===== src/rtl/burst_guard_pkg.sv =====
// Shared definitions for the pulser output guard: state encoding, timer width, pulse counter width.
// Latency: n/a (definitions only).
// Backpressure: n/a (definitions only).
package burst_guard_pkg;

    localparam int CNT_W_DEF = 16;
    localparam int PCNT_W    = 8;

    localparam logic [2:0] ST_IDLE_ENC  = 3'd0;
    localparam logic [2:0] ST_DRV_P_ENC = 3'd1;
    localparam logic [2:0] ST_DRV_N_ENC = 3'd2;
    localparam logic [2:0] ST_DEAD_ENC  = 3'd3;
    localparam logic [2:0] ST_COOL_ENC  = 3'd4;
    localparam logic [2:0] ST_FAULT_ENC = 3'd5;
    localparam logic [2:0] ST_DAMP_ENC  = 3'd6;

    typedef enum logic [2:0] {
        ST_IDLE  = ST_IDLE_ENC,
        ST_DRV_P = ST_DRV_P_ENC,
        ST_DRV_N = ST_DRV_N_ENC,
        ST_DEAD  = ST_DEAD_ENC,
        ST_COOL  = ST_COOL_ENC,
        ST_FAULT = ST_FAULT_ENC,
        ST_DAMP  = ST_DAMP_ENC
    } state_t;

    // Saturating increment for the per-window pulse counter.
    function automatic logic [PCNT_W-1:0] sat_inc(input logic [PCNT_W-1:0] v);
        return (v == '1) ? v : v + PCNT_W'(1);
    endfunction

endpackage


===== src/rtl/guard_timer.sv =====
// Loadable down-counter used for dead time, cool-down and damping intervals.
// Latency: load takes effect on the next edge; done is combinational from the count.
// Backpressure: none; counts freely and parks at zero.
module guard_timer #(
    parameter int CNT_W = 16
) (
    input  logic             core_clk,
    input  logic             arst_n,
    input  logic             load,
    input  logic [CNT_W-1:0] value,
    output logic             done
);

    logic [CNT_W-1:0] cnt;

    // Load a new interval or count down towards zero and hold there.
    always_ff @(posedge core_clk or negedge arst_n) begin
        if (!arst_n) begin
            cnt <= '0;
        end else if (load) begin
            cnt <= value;
        end else if (cnt != '0) begin
            cnt <= cnt - CNT_W'(1);
        end
    end

    assign done = (cnt == '0);

endmodule


===== src/rtl/burst_output_guard.sv =====
// Pulser protection: exclusive P/N drive, dead time, on-time cap, pulse cap with cool-down, sticky fault (damping via BURST_GUARD_DAMP_EN).
// Latency: 1 cycle request-to-drive; all outputs registered.
// Backpressure: none; requests outside IDLE/DRV are ignored, conflicting requests latch a fault.
module burst_output_guard
    import burst_guard_pkg::*;
#(
    parameter int DEAD_CYC   = 4,
    parameter int MAX_ON_CYC = 64,
    parameter int MAX_PULSES = 32,
    parameter int COOL_CYC   = 1024,
    parameter int CNT_W      = CNT_W_DEF
`ifdef BURST_GUARD_DAMP_EN
    ,
    parameter int DAMP_CYC   = 8
`endif
) (
    input  logic              mainclk,
    input  logic              reset,
    input  logic              gate,
    input  logic              reqPos,
    input  logic              reqNeg,
    input  logic              clearFault,
    output logic              Burst_P,
    output logic              Burst_N,
    output logic              busy,
    output logic              fault,
    output logic [PCNT_W-1:0] pulseCnt
`ifdef BURST_GUARD_DAMP_EN
    ,
    output logic              damp
`endif
);

    state_t           state;
    logic [CNT_W-1:0] on_cnt;
    logic             tmr_load;
    logic [CNT_W-1:0] tmr_val;
    logic             tmr_done;
    logic             own_req;
    logic             opp_req;
    logic             cool_due;
`ifdef BURST_GUARD_DAMP_EN
    logic             damp_pend;
`endif

    assign own_req  = (state == ST_DRV_N) ? reqNeg : reqPos;
    assign opp_req  = (state == ST_DRV_N) ? reqPos : reqNeg;
    assign cool_due = (32'(pulseCnt) >= MAX_PULSES);

    // Arm the shared timer: dead time is reloaded every drive cycle, the follow-on interval when dead time expires.
    always_comb begin
        tmr_load = 1'b0;
        tmr_val  = '0;
        case (state)
            ST_DRV_P, ST_DRV_N: begin
                tmr_load = 1'b1;
                tmr_val  = CNT_W'(DEAD_CYC - 1);
            end
            ST_DEAD: begin
                if (tmr_done) begin
                    tmr_load = 1'b1;
`ifdef BURST_GUARD_DAMP_EN
                    tmr_val  = cool_due ? CNT_W'(COOL_CYC - 1) : CNT_W'(DAMP_CYC - 1);
`else
                    tmr_val  = CNT_W'(COOL_CYC - 1);
`endif
                end
            end
            default: ;
        endcase
    end

    guard_timer #(.CNT_W(CNT_W)) u_timer (
        .core_clk (mainclk),
        .arst_n   (reset),
        .load     (tmr_load),
        .value    (tmr_val),
        .done     (tmr_done)
    );

    // Main FSM; outputs are registered alongside the state so they change on the same edge.
    always_ff @(posedge mainclk or negedge reset) begin
        if (!reset) begin
            state    <= ST_IDLE;
            Burst_P  <= 1'b0;
            Burst_N  <= 1'b0;
            busy     <= 1'b0;
            fault    <= 1'b0;
            pulseCnt <= '0;
            on_cnt   <= '0;
`ifdef BURST_GUARD_DAMP_EN
            damp      <= 1'b0;
            damp_pend <= 1'b0;
`endif
        end else begin
            case (state)
                ST_IDLE: begin
                    if (!gate) pulseCnt <= '0;
                    if (gate && reqPos && reqNeg) begin
                        state <= ST_FAULT;
                        fault <= 1'b1;
                        busy  <= 1'b1;
                    end else if (gate && reqPos) begin
                        state   <= ST_DRV_P;
                        Burst_P <= 1'b1;
                        busy    <= 1'b1;
                        on_cnt  <= CNT_W'(1);
                    end else if (gate && reqNeg) begin
                        state   <= ST_DRV_N;
                        Burst_N <= 1'b1;
                        busy    <= 1'b1;
                        on_cnt  <= CNT_W'(1);
                    end
                end
                ST_DRV_P, ST_DRV_N: begin
                    // A normal pulse end wins over an opposite request arriving on the same edge,
                    // so back-to-back alternation passes through dead time instead of faulting.
                    if (!own_req || !gate) begin
                        state    <= ST_DEAD;
                        Burst_P  <= 1'b0;
                        Burst_N  <= 1'b0;
                        pulseCnt <= sat_inc(pulseCnt);
`ifdef BURST_GUARD_DAMP_EN
                        damp_pend <= !gate;
`endif
                    end else if (opp_req || on_cnt == CNT_W'(MAX_ON_CYC)) begin
                        state   <= ST_FAULT;
                        Burst_P <= 1'b0;
                        Burst_N <= 1'b0;
                        fault   <= 1'b1;
                    end else begin
                        on_cnt <= on_cnt + CNT_W'(1);
                    end
                end
                ST_DEAD: begin
`ifdef BURST_GUARD_DAMP_EN
                    if (!gate) damp_pend <= 1'b1;
`endif
                    if (tmr_done) begin
`ifdef BURST_GUARD_DAMP_EN
                        damp_pend <= 1'b0;
                        if (cool_due) begin
                            state <= ST_COOL;
                        end else if (damp_pend || !gate) begin
                            state <= ST_DAMP;
                            damp  <= 1'b1;
                        end else begin
                            state <= ST_IDLE;
                            busy  <= 1'b0;
                        end
`else
                        if (cool_due) begin
                            state <= ST_COOL;
                        end else begin
                            state <= ST_IDLE;
                            busy  <= 1'b0;
                        end
`endif
                    end
                end
                ST_COOL: begin
                    if (tmr_done) begin
                        state    <= ST_IDLE;
                        busy     <= 1'b0;
                        pulseCnt <= '0;
                    end
                end
`ifdef BURST_GUARD_DAMP_EN
                ST_DAMP: begin
                    if (tmr_done) begin
                        state <= ST_IDLE;
                        busy  <= 1'b0;
                        damp  <= 1'b0;
                    end
                end
`endif
                ST_FAULT: begin
                    if (clearFault && !gate) begin
                        state    <= ST_IDLE;
                        busy     <= 1'b0;
                        fault    <= 1'b0;
                        pulseCnt <= '0;
                    end
                end
                default: begin
                    state   <= ST_IDLE;
                    Burst_P <= 1'b0;
                    Burst_N <= 1'b0;
                    busy    <= 1'b0;
                end
            endcase
        end
    end

endmodule


===== config.mk =====
export PLATFORM = sky130hd
export DESIGN_NAME = burst_output_guard
export DESIGN_NICKNAME = d
export VERILOG_FILES = /design/src/rtl/burst_guard_pkg.sv /design/src/rtl/guard_timer.sv /design/src/rtl/burst_output_guard.sv
export SDC_FILE = /design/constraint.sdc
export NUM_CORES = 1
export LEC_CHECK = 0
export CAP_MARGIN = 40
export CORE_MARGIN = 2
export CORE_UTILIZATION = 56
export CTS_BUF_LIST = sky130_fd_sc_hd__clkbuf_4
export DETAILED_ROUTE_END_ITERATION = 8
export PLACE_DENSITY = 0.79
export SYNTH_ARGS = -nofsm -noshare
export SYNTH_HDL_FRONTEND = slang
export SYNTH_HIERARCHICAL = 1
export SYNTH_SLANG_ARGS = --single-unit

===== constraint.sdc =====
create_clock -name mainclk -period 2.8 [get_ports mainclk]
set_input_delay 0.28 -clock mainclk [delete_from_list [all_inputs] [get_ports mainclk]]
set_output_delay 0.28 -clock mainclk [all_outputs]
set_load 0.005 [all_outputs]

Yosys cells after proc, flatten, opt, wreduce, memory -nomap -nowiden
Index checks and enable logic that the tools add are counted.
{"block": "word_totals", "ff_bits": 47, "input_bits": 6, "output_inout_bits": 12, "elab_cells": 113}
{"block": "op_classes", "addsub": 3, "magnitude_cmp": 1, "n_eq_ne": 25, "mux": 50, "bitwise_logic": 2, "reduce_logical": 24}
{"cell": "16-bit 2-to-1 mux", "n": 7}
{"cell": "8-bit 2-to-1 mux", "n": 5}
{"cell": "16-bit case mux with 2 select lines", "n": 1}
{"cell": "8-bit case mux with 4 select lines", "n": 1}
{"cell": "2-bit != test (second input constant)", "n": 15}
{"cell": "3-bit 2-to-1 mux", "n": 9}
{"cell": "10-bit case mux with 2 select lines", "n": 1}
{"cell": "5-bit AND reduction", "n": 4}
{"cell": "1-bit 2-to-1 mux", "n": 19}
{"cell": "16-bit by 1-bit adder with 16-bit output (second input constant)", "n": 1}
{"cell": "16-bit by 7-bit equality test with 1-bit output (second input constant)", "n": 1}
{"cell": "16-bit zero test", "n": 1}
{"cell": "16-bit nonzero test", "n": 1}
{"cell": "16-bit by 1-bit subtractor with 16-bit output (second input constant)", "n": 1}
{"cell": "3-bit case mux with 5 select lines", "n": 1}
{"cell": "6-bit AND reduction", "n": 2}
{"cell": "10-bit 2-to-1 mux", "n": 1}
{"cell": "1-bit case mux with 3 select lines", "n": 3}
{"cell": "8-bit by 1-bit adder with 8-bit output (second input constant)", "n": 1}
{"cell": "8-bit equality test (second input constant)", "n": 1}
{"cell": "8-bit by 6-bit greater-or-equal comparator with 1-bit output (second input constant)", "n": 1}
{"cell": "3-bit by 2-bit equality test with 1-bit output (second input constant)", "n": 2}
{"cell": "3-bit equality test (second input constant)", "n": 2}
{"cell": "3-bit != test (second input constant)", "n": 2}
{"cell": "other kinds (15)", "n": 22}

Logic depth before layout (Yosys ltp)
{"block": "logic_depth", "ltp_word": 6, "ltp_mapped": 13, "depth_no_buf": 10}

By module
The synthesis kept the hierarchy.
{"mod": "burst_output_guard", "instances": 1, "cells_each": 245, "area_each_um2": 2120.8}
{"mod": "guard_timer", "instances": 1, "cells_each": 104, "area_each_um2": 959.7}

Least setup slack after synthesis
Ideal clock, no wire load.
{"block": "synth_timing", "kind": "flip-flop to flip-flop", "startpoint": "register u_timer.cnt[0]", "endpoint": "register u_timer.cnt[4]", "setup_time_ns": 0.119, "arrival_time_ns": 2.686, "required_ns": 2.681, "path_slack_ns": -0.004, "path_stages_with_launch": 13, "period_less_slack_ns": 2.804, "cell_sequence": "dfrtp_1 -> inv_1 -> ha_1 -> or3b_1 -> buf_2 -> nand4b_4 -> nor2_8 -> inv_1 -> o21ai_0 -> clkbuf_1 -> clkinv_1 -> clkbuf_1 -> o21a_1"}
{"block": "synth_between", "elab_chain_len": 4, "word_cells_on_any_way": 10}
{"item": "from (decl)", "line": "guard_timer.sv:14", "source": "logic [CNT_W-1:0] cnt;"}
{"item": "from (signal assigned)", "line": "guard_timer.sv:21", "source": "cnt <= value;"}
{"item": "from (signal assigned)", "line": "guard_timer.sv:23", "source": "cnt <= cnt - CNT_W'(1);"}
{"item": "16-bit zero test (*)", "line": "guard_timer.sv:27", "source": "assign done = (cnt == '0);"}
{"item": "via tmr_done", "line": "burst_output_guard.sv:38", "source": "logic tmr_done;"}
{"item": "1-bit 2-to-1 mux (*)", "line": "burst_output_guard.sv:60", "source": "if (tmr_done) begin"}
{"item": "1-bit case mux with 2 select lines (*)", "line": "burst_output_guard.sv:54", "source": "case (state)"}
{"item": "via tmr_load", "line": "burst_output_guard.sv:36", "source": "logic tmr_load;"}
{"item": "16-bit 2-to-1 mux or 2-bit nonzero test (tied branches)"}
The timed path passes the listed nets; every way through them passes the cells marked *. The select of a mux whose other input is x is not followed.
A chain may end at the register's enable or synchronous reset.

Worst setup path in the final report
{"block": "layout_timing", "startpoint": "register u_timer.cnt[0]", "endpoint": "register pulseCnt[0]"}
{"block": "layout_between", "elab_chain_len": 3}
{"item": "16-bit zero test", "line": "guard_timer.sv:27"}
{"item": "via tmr_done", "line": "burst_output_guard.sv:38"}
{"item": "2-bit != test (no line)"}
{"item": "6-bit AND reduction (no line)"}
{"item": "to (signal assigned)", "line": "burst_output_guard.sv:122", "source": "pulseCnt <= sat_inc(pulseCnt);"}
{"item": "to (decl)", "line": "burst_output_guard.sv:27", "source": "output logic [PCNT_W-1:0] pulseCnt"}
The timed path passes the listed nets, and every way through them passes these cells.

==> results.md <==
| Quantity | Reported | Unit |
|:---|:---|:---|
| Post-route worst hold slack | 0.3832 | ns |
| Maximum fanout count along the critical path | 8 | - |
| First-pass iteration count of the detailed router | 5 | - |
| Sink count of the clock tree | 47 | - |
| Transition time at the pin with the least slew margin | 0.6397 | ns |
| Fillcell total | 456 | - |
| Leak Pwr | 1.473 | nW |
| Launching element type of the critical path | flop | - |
| CP Cell Sequence | inv_1 -> ha_1 -> or3b_1 -> nand4b_4 -> nor2_8 -> nor2b_1 -> nand2_1 -> o211a_1 -> or3b_4 -> mux2_2 | - |
| Standard cell area after detailed placement | 0.003406 | mm2 |
| Routed wire length per instance | 14.82 | um |
| Routed length on met3 | 286 | um |
| Overall power after layout | 3.308 | mW |
| Path type of the worst setup path | flop to flop | - |
| I/O pin count | 18 | - |
| Slowest CP cell | sky130_fd_sc_hd__or3b_4 | - |
| Final period demand of the worst path | 2.596 | ns |
| Fraction of registers with async set/reset | 100.0 | % |
| Top cell type by total area after synthesis | sky130_fd_sc_hd__dfrtp_1 | - |
| TritonCTS clock tree | yes | - |
| Max-capacitance violation count | 0 | - |
| Final slew viol count | 0 | - |
| Core Box Area | 0.005405 | mm2 |
| Clock edge transition at the registers on the reported setup and hold paths | 0.13 | ns |
| VDD IR max | 0.0005664 | V |
| Number of enable-type register cells in the synthesized netlist | 0 | - |
| Mean instance size in the synthesized netlist | 8.827 | um2 |
| Remaining number of nets flagged by the antenna check after routing | 0 | - |
| Setup-violating endpoint count in the final report | 0 | - |
| Number of synthesized register bits | 47 | - |
| Sum of met2 wire segment lengths after detailed routing | 3.033 | mm |
| Fmax | 385.2 | MHz |
| Mapped cell area | 0.003080 | mm2 |
| Total number of nets in the final design | 388 | - |
| Hold Vio Cnt, Final | 0 | - |
| Critical Path AT | 2.85 | ns |
| Detail Placement HPWL | 4.781 | mm |
| Leading post-synthesis cells by cell area | sky130_fd_sc_hd__dfrtp_1, sky130_fd_sc_hd__nand2_1, sky130_fd_sc_hd__nand3_1, sky130_fd_sc_hd__o21ai_0, sky130_fd_sc_hd__nor2_1 | - |
| Met1 wire length | 3.220 | mm |
| Setup repair after global routing missed its margin | false | - |
| Number of cells after detailed placement | 441 | - |
| Status | finished, final reports clean | - |
| Sort of element at the end of the critical path | flop | - |
| Effective utilization at floorplan | 56.99 | % |
| Slew Limit Headroom | 57.00 | % |
| Final Non-Filler Cells | 450 | - |
| Number of global-route vias before repair | 2440 | - |
| Required time of the critical path | 3.05 | ns |
| Number of standard-cell rows in the floorplan | 27 | - |
| Vias per std cell | 6.124 | - |
| Die extent in x | 78.17 | um |
| Summed negative setup slack over all endpoints | 0 | ns |
| GRT Util Overall | 23.77 | % |
| Layout cells sized above 1 | 10.32 | % |
| Synthesized instance count | 349 | - |
| Buffers from clock root to sink, at most | 2 | - |
| Number of buffers inserted by port buffering | 17 | - |
| Initial DRC Count | 207 | - |
| Pin count of the biggest net entering global routing | 32 | - |
| Number of diodes | 0 | - |
| Top routing layer in use | met4 | - |
| Top flip-flop cell by instance count after synthesis | sky130_fd_sc_hd__dfrtp_1 | - |
| Tcrit/Tclk final | 92.73 | % |
| Sequential element share of the synthesized area | 38.18 | % |
| Layout Area Growth over Synthesis | 12.67 | % |
| Count of yosys warnings during synthesis | 6 | - |
| Number of CTS-inserted buffers | 5 | - |
| Number of distinct library cells after synthesis | 67 | - |
| Full die area | 0.006110 | mm2 |
| Clock latency reported for the late side of the worst-skew pair | 0.35 | ns |
| Via count | 2756 | - |
| Biggest cell delay along the critical path | 0.44 | ns |
| Deepest level of the CTS H-tree | 2 | - |
| Final Wtd Congestion | 0.8699 | - |
| Proportion of netlist area held by the largest area contributor | 38.18 | % |
| DRC violation count after routing | 0 | - |
| Total congestion overflow after global routing | 0 | - |
| Clock Tree Root | sky130_fd_sc_hd__clkbuf_4 | - |
| Number of antenna violations at the first check in global routing | 0 | - |
| Worst setup skew after layout | 0.005218 | ns |
| Worst hold path class | primary input to asynchronous set/reset pin | - |
| Total power per unit cell area | 953.1 | mW/mm2 |
| Vertical die dimension | 78.17 | um |
| Final Cell Area | 0.003471 | mm2 |
| First-pass GRT wire length | 11.71 | mm |
| Total wirelength of the detailed-routed design | 6.670 | mm |
critical path: cells and delay by family (launching register included):
kind / cells / cell delay, ns
AO/OA/AOI/OAI: 1 / 0.15
adder cells (fa/ha/maj): 1 / 0.18
buffers and inverters: 1 / 0.10
flip-flops: 1 / 0.43
multiplexers: 1 / 0.28
AND/OR/NAND/NOR: 6 / 1.36
sequential cells by signal, indices dropped and copies added (netlist names):
signal	count
on_cnt	16
u_timer/cnt	16
pulseCnt	8
state	3
Burst_N	1
Burst_P	1
busy	1
fault	1
area by class of cell:
class                      instances  area, um2  share of cell area, %
clock inverter                     2      7.507                 0.2163
tap                               72      90.09                  2.596
timing repair buffer              33      300.3                  8.652
inverter                          14      52.55                  1.514
multi-input combinational        276       1799                  51.84
clock buffer                       6      45.04                  1.298
sequential                        47       1176                  33.89
per-layer routing:
| metal | global-route usage, % | up-vias |
|---|---|---|
| li1 | - | 1341 |
| met3 | 4.138 | 14 |
| met2 | 36.29 | 77 |
| met1 | 34.05 | 1324 |
| met5 | 0 | - |
| met4 | 8.596 | 0 |
power breakdown:
| group | internal (mW) | switching, mW |
|---|---|---|
| registers | 0.906 | 0.285 |
| clock network | 0.103 | 0.211 |
| logic | 0.831 | 0.973 |
| total | 1.84 | 1.47 |
cell usage in the layout (no fill, tap or decap), types with 11 or more instances in the layout:
cell | netlist | final
sky130_fd_sc_hd__clkdlybuf4s50_1 | 0 | 16
sky130_fd_sc_hd__a21oi_1 | 12 | 12
sky130_fd_sc_hd__buf_4 | 1 | 14
sky130_fd_sc_hd__nor3_1 | 11 | 11
sky130_fd_sc_hd__nand2_1 | 38 | 38
sky130_fd_sc_hd__nor2_1 | 21 | 21
sky130_fd_sc_hd__inv_1 | 13 | 13
sky130_fd_sc_hd__dfrtp_1 | 47 | 47
sky130_fd_sc_hd__o21ai_0 | 18 | 17
sky130_fd_sc_hd__nand3_1 | 23 | 23
logic make-up (layout without fill, tap and decap cells):
kind of cell	Yosys count	in the layout	share of synthesized area (%)
XOR/XNOR	10	10	2.843
multiplexers	10	10	3.859
adder cells (fa/ha/maj)	5	5	2.031
other	1	6	0.1217
AO/OA/AOI/OAI	92	92	20.63
AND/OR/NAND/NOR	153	153	28.23
flip-flops	47	47	38.18
buffers and inverters	31	55	4.102
synth_stat cells (all sizes together) (5+ instances only):
master,number
dfrtp,47
nand4,7
or4,6
xnor2,9
ha,5
mux2i,5
a21oi,12
a21o,7
o31ai,6
clkbuf,10
nor2b,5
nor2,22
o21ai,22
a211oi,5
nor3,13
nor4,5
nand2,39
o211ai,7
buf,7
nand3,23
mux2,5
inv,13
metrics by stage:
stage | util (%) | setup WS, ns
3_5_place_dp | 63.01 | 0.1257
6_report | 64.21 | 0.2036
3_3_place_gp | 62.64 | 0.1754
5_1_grt | 64.21 | 0.05114
2_1_floorplan | - | 0.08356
4_1_cts | 64.17 | 0.1071
timing repair:
action	in CTS	in global routing
hold buffers	1	0
endpoints found under the hold margin	16	0
endpoints found under the setup margin	0	3
setup buffers	0	0
resized for setup	0	1
final timing paths:
path	from	end	slack [ns]	cells past startpoint
min reg2reg	Burst_P	Burst_P	0.54	1
min in group mainclk	Burst_P	Burst_P	0.54	1
max reg2reg	u_timer/cnt[0]	pulseCnt[0]	0.20	10
min	reset	u_timer/cnt[12]	0.38	2
max	u_timer/cnt[0]	pulseCnt[0]	0.20	10
max in group asynchronous	reset	on_cnt[1]	1.91	3
(Power assumes the default switching activity.)
==> patch 1 (same flow settings) <==
The package constant `CNT_W_DEF` goes from 16 to 32.
--- a/src/rtl/burst_guard_pkg.sv
+++ b/src/rtl/burst_guard_pkg.sv
@@ -3,7 +3,7 @@
 // Backpressure: n/a (definitions only).
 package burst_guard_pkg;
 
-    localparam int CNT_W_DEF = 16;
+    localparam int CNT_W_DEF = 32;
     localparam int PCNT_W    = 8;
 
     localparam logic [2:0] ST_IDLE_ENC  = 3'd0;
Check against the original RTL: same outputs for any inputs over 10 cycles, from zero or initial values and one cycle with reset low; that may be too few to reach the edited logic, so the function may still have changed.
==> patch 1 against the unedited design <==
  * Setup slack got worse by 73 ps
  * Routed wire length rose by 73%
  * Synthesized area rose by 61%
  * Sequential share of layout area rose by 1.4 points
  * Combinational power rose by 36%
  * Largest power group unchanged
  * Clock power rose by 120%
  * Final cell count rose by 58%
  * Power rose by 48%
  * Sequential cell count rose by 32
  * Maximum frequency fell by 2.7%
  * Final area rose by 61%
==> patch 1: results (changes against the unedited design) <==
[detailed_routing]
wl_met2_mm = 5.73  ; +89%
wl_per_cell_um = 16.2  ; +9.5%
drt-initial-drc-count = 242  ; +17%
vias = 4446  ; +61%
vias_per_cell = 6.25  ; +2.1%

[global_route]
grt_pass1_wl_mm = 20.1  ; +72%
grt_pass1_vias = 4303  ; +76%
use_met2 = 0.412  ; +0.0491
grt_max_degree = 67  ; +110%
grtUsageTotal = 0.251  ; +0.0129
grtUsageMet3 = 0.0358  ; -0.00559
grt_use_met1 = 0.339  ; -0.00193

[sta]
fmax_mhz = 375  ; -2.7%
hold_ws_ps = 243  ; -140 ps

[finish]
num-fill-cells = 720  ; +58%
signal_buffers = 45  ; +36%
nMultiInputCombCells = 445  ; +61%
register_area_um2 = 1980  ; +68%
clkCellAreaFrac = 0.0252  ; +0.0101
num-nonclk-inverters = 18  ; +4
design.seq.count = 79  ; +68%
buf_share = 0.0737  ; -0.0128
reg_top3 = on_cnt x32, u_timer/cnt x32, pulseCnt x8
multi_input_area_um2 = 2870  ; +59%
final_core_util = 0.645  ; +0.00334
seq_share = 0.353  ; +0.0141
layout-drive-gt1-share = 0.153  ; +0.0494

[placement]
placed_cells = 689  ; +56%
place_ws_ps = 112  ; -13.7 ps
dp_hpwl_mm = 7.98  ; +67%
placed_cell_area_um2 = 5410  ; +59%
place_congestion = 0.872  ; +0.29%

[power_and_ir_drop]
ir_worst_vdd_uv = 475  ; -16%
p_leak_nw = 2.31  ; +57%
switching_power_mw = 2.14  ; +46%

[setup_path]
critPathMaxFanout = 7  ; -1
rr_endpoint = pulseCnt[7]$_DFFE_PN0P_
slowest_stage = or4_1
reg2reg_depth = 9  ; -1
cp.arrival_ps = 3030  ; +180 ps
rrSetupSlack_ps = 130  ; -70 ps

[clock_tree]
clkLatencyLatePin_ps = 420  ; +70 ps
htreeDepth = 3  ; +1
cts_buffers = 9  ; +4

[logic_synthesis]
ys_seq_area_frac = 0.398  ; +0.0164
synth.distinct_cells = 74  ; +10%
synth_commonest_cells = 79 x dfrtp_1, 63 x o21ai_0, 53 x nand2_1

[run_status]
outcome = finished, final reports clean

## patch 1: changes by cell type in the layout (fill, tap and decap cells not counted), moves of 12 or more
cell / delta
a21oi_1: +16
a31oi_1: +15
buf_4: +12
conb_1: +16
dfrtp_1: +32
nand2_1: +15
o21ai_0: +44
o31ai_1: +12
## patch 1: repair_timing
item / CTS / global route
hold buffers: 1 / 0
resized for setup: 0 / 4
endpoints found under the setup margin: 0 / 11
buffers inserted: 0 / 5
hold endpoints to repair: 14 / 0
## patch 1: worst max-delay path by stage
stage,cells past startpoint,end,startpoint
6_report,9,pulseCnt[7]$_DFFE_PN0P_,u_timer/cnt[28]$_DFFE_PN0P_
5_1_grt,9,pulseCnt[5]$_DFFE_PN0P_,u_timer/cnt[28]$_DFFE_PN0P_
4_1_cts,10,u_timer/cnt[27]$_DFFE_PN0P_,u_timer/cnt[28]$_DFFE_PN0P_
3_5_place_dp,10,u_timer/cnt[27]$_DFFE_PN0P_,u_timer/cnt[28]$_DFFE_PN0P_
3_3_place_gp,9,pulseCnt[5]$_DFFE_PN0P_,u_timer/cnt[28]$_DFFE_PN0P_
2_1_floorplan,11,u_timer/cnt[27]$_DFFE_PN0P_,u_timer/cnt[13]$_DFFE_PN0P_
## patch 1: kinds of logic after synthesis
kind of cell | count (synthesis) | share of synthesized area
other cells | 1 | 0.000755
compound gates | 174 | 0.222
simple gates | 215 | 0.266
fa+ha+maj | 5 | 0.0126
buf+inv | 45 | 0.0469
mux | 4 | 0.00907
xor+xnor | 25 | 0.0441
flops | 79 | 0.398
## patch 1: power by group through the flow
stage                     clock [mW]  combinational, mW  sequential (mW)
final                          0.696               2.45             1.75
after global routing           0.757               2.72             1.79
after CTS                      0.713               2.34             1.75
after detailed placement           0               2.32             1.77
after global placement             0               2.26             1.75
after floorplan                    0               1.77             1.69
==> patch 2 (same flow settings) <==
Made on the original files. Register the output `pulseCnt` once more; this adds one clock of latency there. The other outputs are not delayed to match.
--- a/src/rtl/burst_output_guard.sv
+++ b/src/rtl/burst_output_guard.sv
@@ -31,6 +31,8 @@
 `endif
 );
 
+    logic [PCNT_W-1:0] pulseCnt_s0;
+
     state_t           state;
     logic [CNT_W-1:0] on_cnt;
     logic             tmr_load;
@@ -45,7 +47,7 @@
 
     assign own_req  = (state == ST_DRV_N) ? reqNeg : reqPos;
     assign opp_req  = (state == ST_DRV_N) ? reqPos : reqNeg;
-    assign cool_due = (32'(pulseCnt) >= MAX_PULSES);
+    assign cool_due = (32'(pulseCnt_s0) >= MAX_PULSES);
 
     // Arm the shared timer: dead time is reloaded every drive cycle, the follow-on interval when dead time expires.
     always_comb begin
@@ -86,7 +88,7 @@
             Burst_N  <= 1'b0;
             busy     <= 1'b0;
             fault    <= 1'b0;
-            pulseCnt <= '0;
+            pulseCnt_s0 <= '0;
             on_cnt   <= '0;
 `ifdef BURST_GUARD_DAMP_EN
             damp      <= 1'b0;
@@ -95,7 +97,7 @@
         end else begin
             case (state)
                 ST_IDLE: begin
-                    if (!gate) pulseCnt <= '0;
+                    if (!gate) pulseCnt_s0 <= '0;
                     if (gate && reqPos && reqNeg) begin
                         state <= ST_FAULT;
                         fault <= 1'b1;
@@ -119,7 +121,7 @@
                         state    <= ST_DEAD;
                         Burst_P  <= 1'b0;
                         Burst_N  <= 1'b0;
-                        pulseCnt <= sat_inc(pulseCnt);
+                        pulseCnt_s0 <= sat_inc(pulseCnt_s0);
 `ifdef BURST_GUARD_DAMP_EN
                         damp_pend <= !gate;
 `endif
@@ -162,7 +164,7 @@
                     if (tmr_done) begin
                         state    <= ST_IDLE;
                         busy     <= 1'b0;
-                        pulseCnt <= '0;
+                        pulseCnt_s0 <= '0;
                     end
                 end
 `ifdef BURST_GUARD_DAMP_EN
@@ -179,7 +181,7 @@
                         state    <= ST_IDLE;
                         busy     <= 1'b0;
                         fault    <= 1'b0;
-                        pulseCnt <= '0;
+                        pulseCnt_s0 <= '0;
                     end
                 end
                 default: begin
@@ -192,5 +194,9 @@
         end
     end
 
+    always_ff @(posedge mainclk) begin
+        pulseCnt <= pulseCnt_s0;
+    end
+
 endmodule
 
Function: changed (a bounded check fails within 4 cycles, from zero or initial values and one cycle with reset low).
==> patch 2 against the unedited design <==
  * Routed wire length rose by 2.3%
  * Setup slack got worse by 50 ps
  * Final area rose by 5.2%
  * Synthesized area rose by 3.8%
  * Core utilization rose by 2.1 points
  * Maximum frequency fell by 1.9%
  * Count of clock-buffer cells in the layout did not move
  * Sequential cell count rose by 8
  * Final cell count rose by 0.22%
  * Largest cell class unchanged
Power is not compared: it rests on default switching activity, and its combinational part moved more than twofold at a synthesized area within 25%.
==> patch 2: results (changes against the unedited design) <==
[logic_synthesis]
ys_async_sr_fraction = 0.855  ; -0.145
ys_seq_area_frac = 0.418  ; +0.0360
synth_xor_area_frac = 0.0329  ; +0.00443
synth-compound-area-share = 0.190  ; -0.0162
synth_area_leaders = dfrtp_1 37%, dfxtp_1 5.0%, nand2_1 4.2%
muxShareOfSynthArea = 0.0290  ; -0.00964
synth_commonest_cells = 47 x dfrtp_1, 36 x nand2_1, 20 x nand3_1

[detailed_routing]
vias_per_cell = 6.12  ; -0.11%
drt-initial-drc-count = 200  ; -3.4%
first_pass_iters = 4  ; -1
route.met3.wl_um = 242  ; -15%
vias = 2759  ; +0.11%
wl_met1_mm = 3.22  ; about the same
wl_mm = 6.82  ; +2.3%

[sta]
finClkSkew_ps = 20.2  ; +15.0 ps
hold_ws_ps = 409  ; +25.9 ps
post-route-period-util = 0.945  ; +0.0178

[placement]
dp_hpwl_mm = 4.69  ; -1.9%
placed_cells = 438  ; -0.68%
placed_cell_area_um2 = 3490  ; +2.4%
place_congestion = 0.846  ; -2.8%

[global_route]
grt_pass1_wl_mm = 11.4  ; -2.9%
grt_pass1_vias = 2486  ; +1.9%
grt_use_met1 = 0.305  ; -0.0356
grtUsageMet3 = 0.0385  ; -0.00292
grt_max_degree = 25  ; -22%
use_met2 = 0.361  ; -0.00243

[clock_tree]
clkLatencyLatePin_ps = 380  ; +30 ps

[setup_path]
critPathMaxFanout = 7  ; -1
rrSetupSlack_ps = 150  ; -50 ps
required_ps = 3070  ; +20 ps

[finish]
final_nets = 389  ; +0.26%
reg_top3 = on_cnt x16, u_timer/cnt x16
layout-drive-gt1-share = 0.0976  ; -0.00555

[run_status]
outcome = finished, final reports clean

[patch 2: changes by cell type in the layout (fill, tap and decap cells not counted), moves of 4 or more]
cell,change
o21ai_0,-12
o21ai_1,+10
dfxtp_1,+8
nor2_1,-6
nor4_1,+6
a21oi_1,+5
a211o_1,+4
a21o_1,-4
buf_4,-4
nor3_1,+4
[patch 2: area by class of cell]
| cell class | instances | area (um^2) |
|---|---|---|
| tap | 72 | 90.1 |
| multi-input combinational | 272 | 1760 |
| clock inverter | 2 | 60.1 |
| inverter | 14 | 56.3 |
| fill | 432 | 1860 |
| sequential | 55 | 1340 |
| clock buffer | 6 | 45.0 |
| timing repair buffer | 30 | 298 |
[patch 2: critical path, cell delays in order (launching register included)]
cell	delay (ps)
dfrtp_1	440
inv_1	110
ha_1	200
or3b_1	380
nand4b_4	230
nor2_8	190
nand2b_1	90
nor3_1	150
o31ai_1	160
a21o_2	300
mux2_1	320
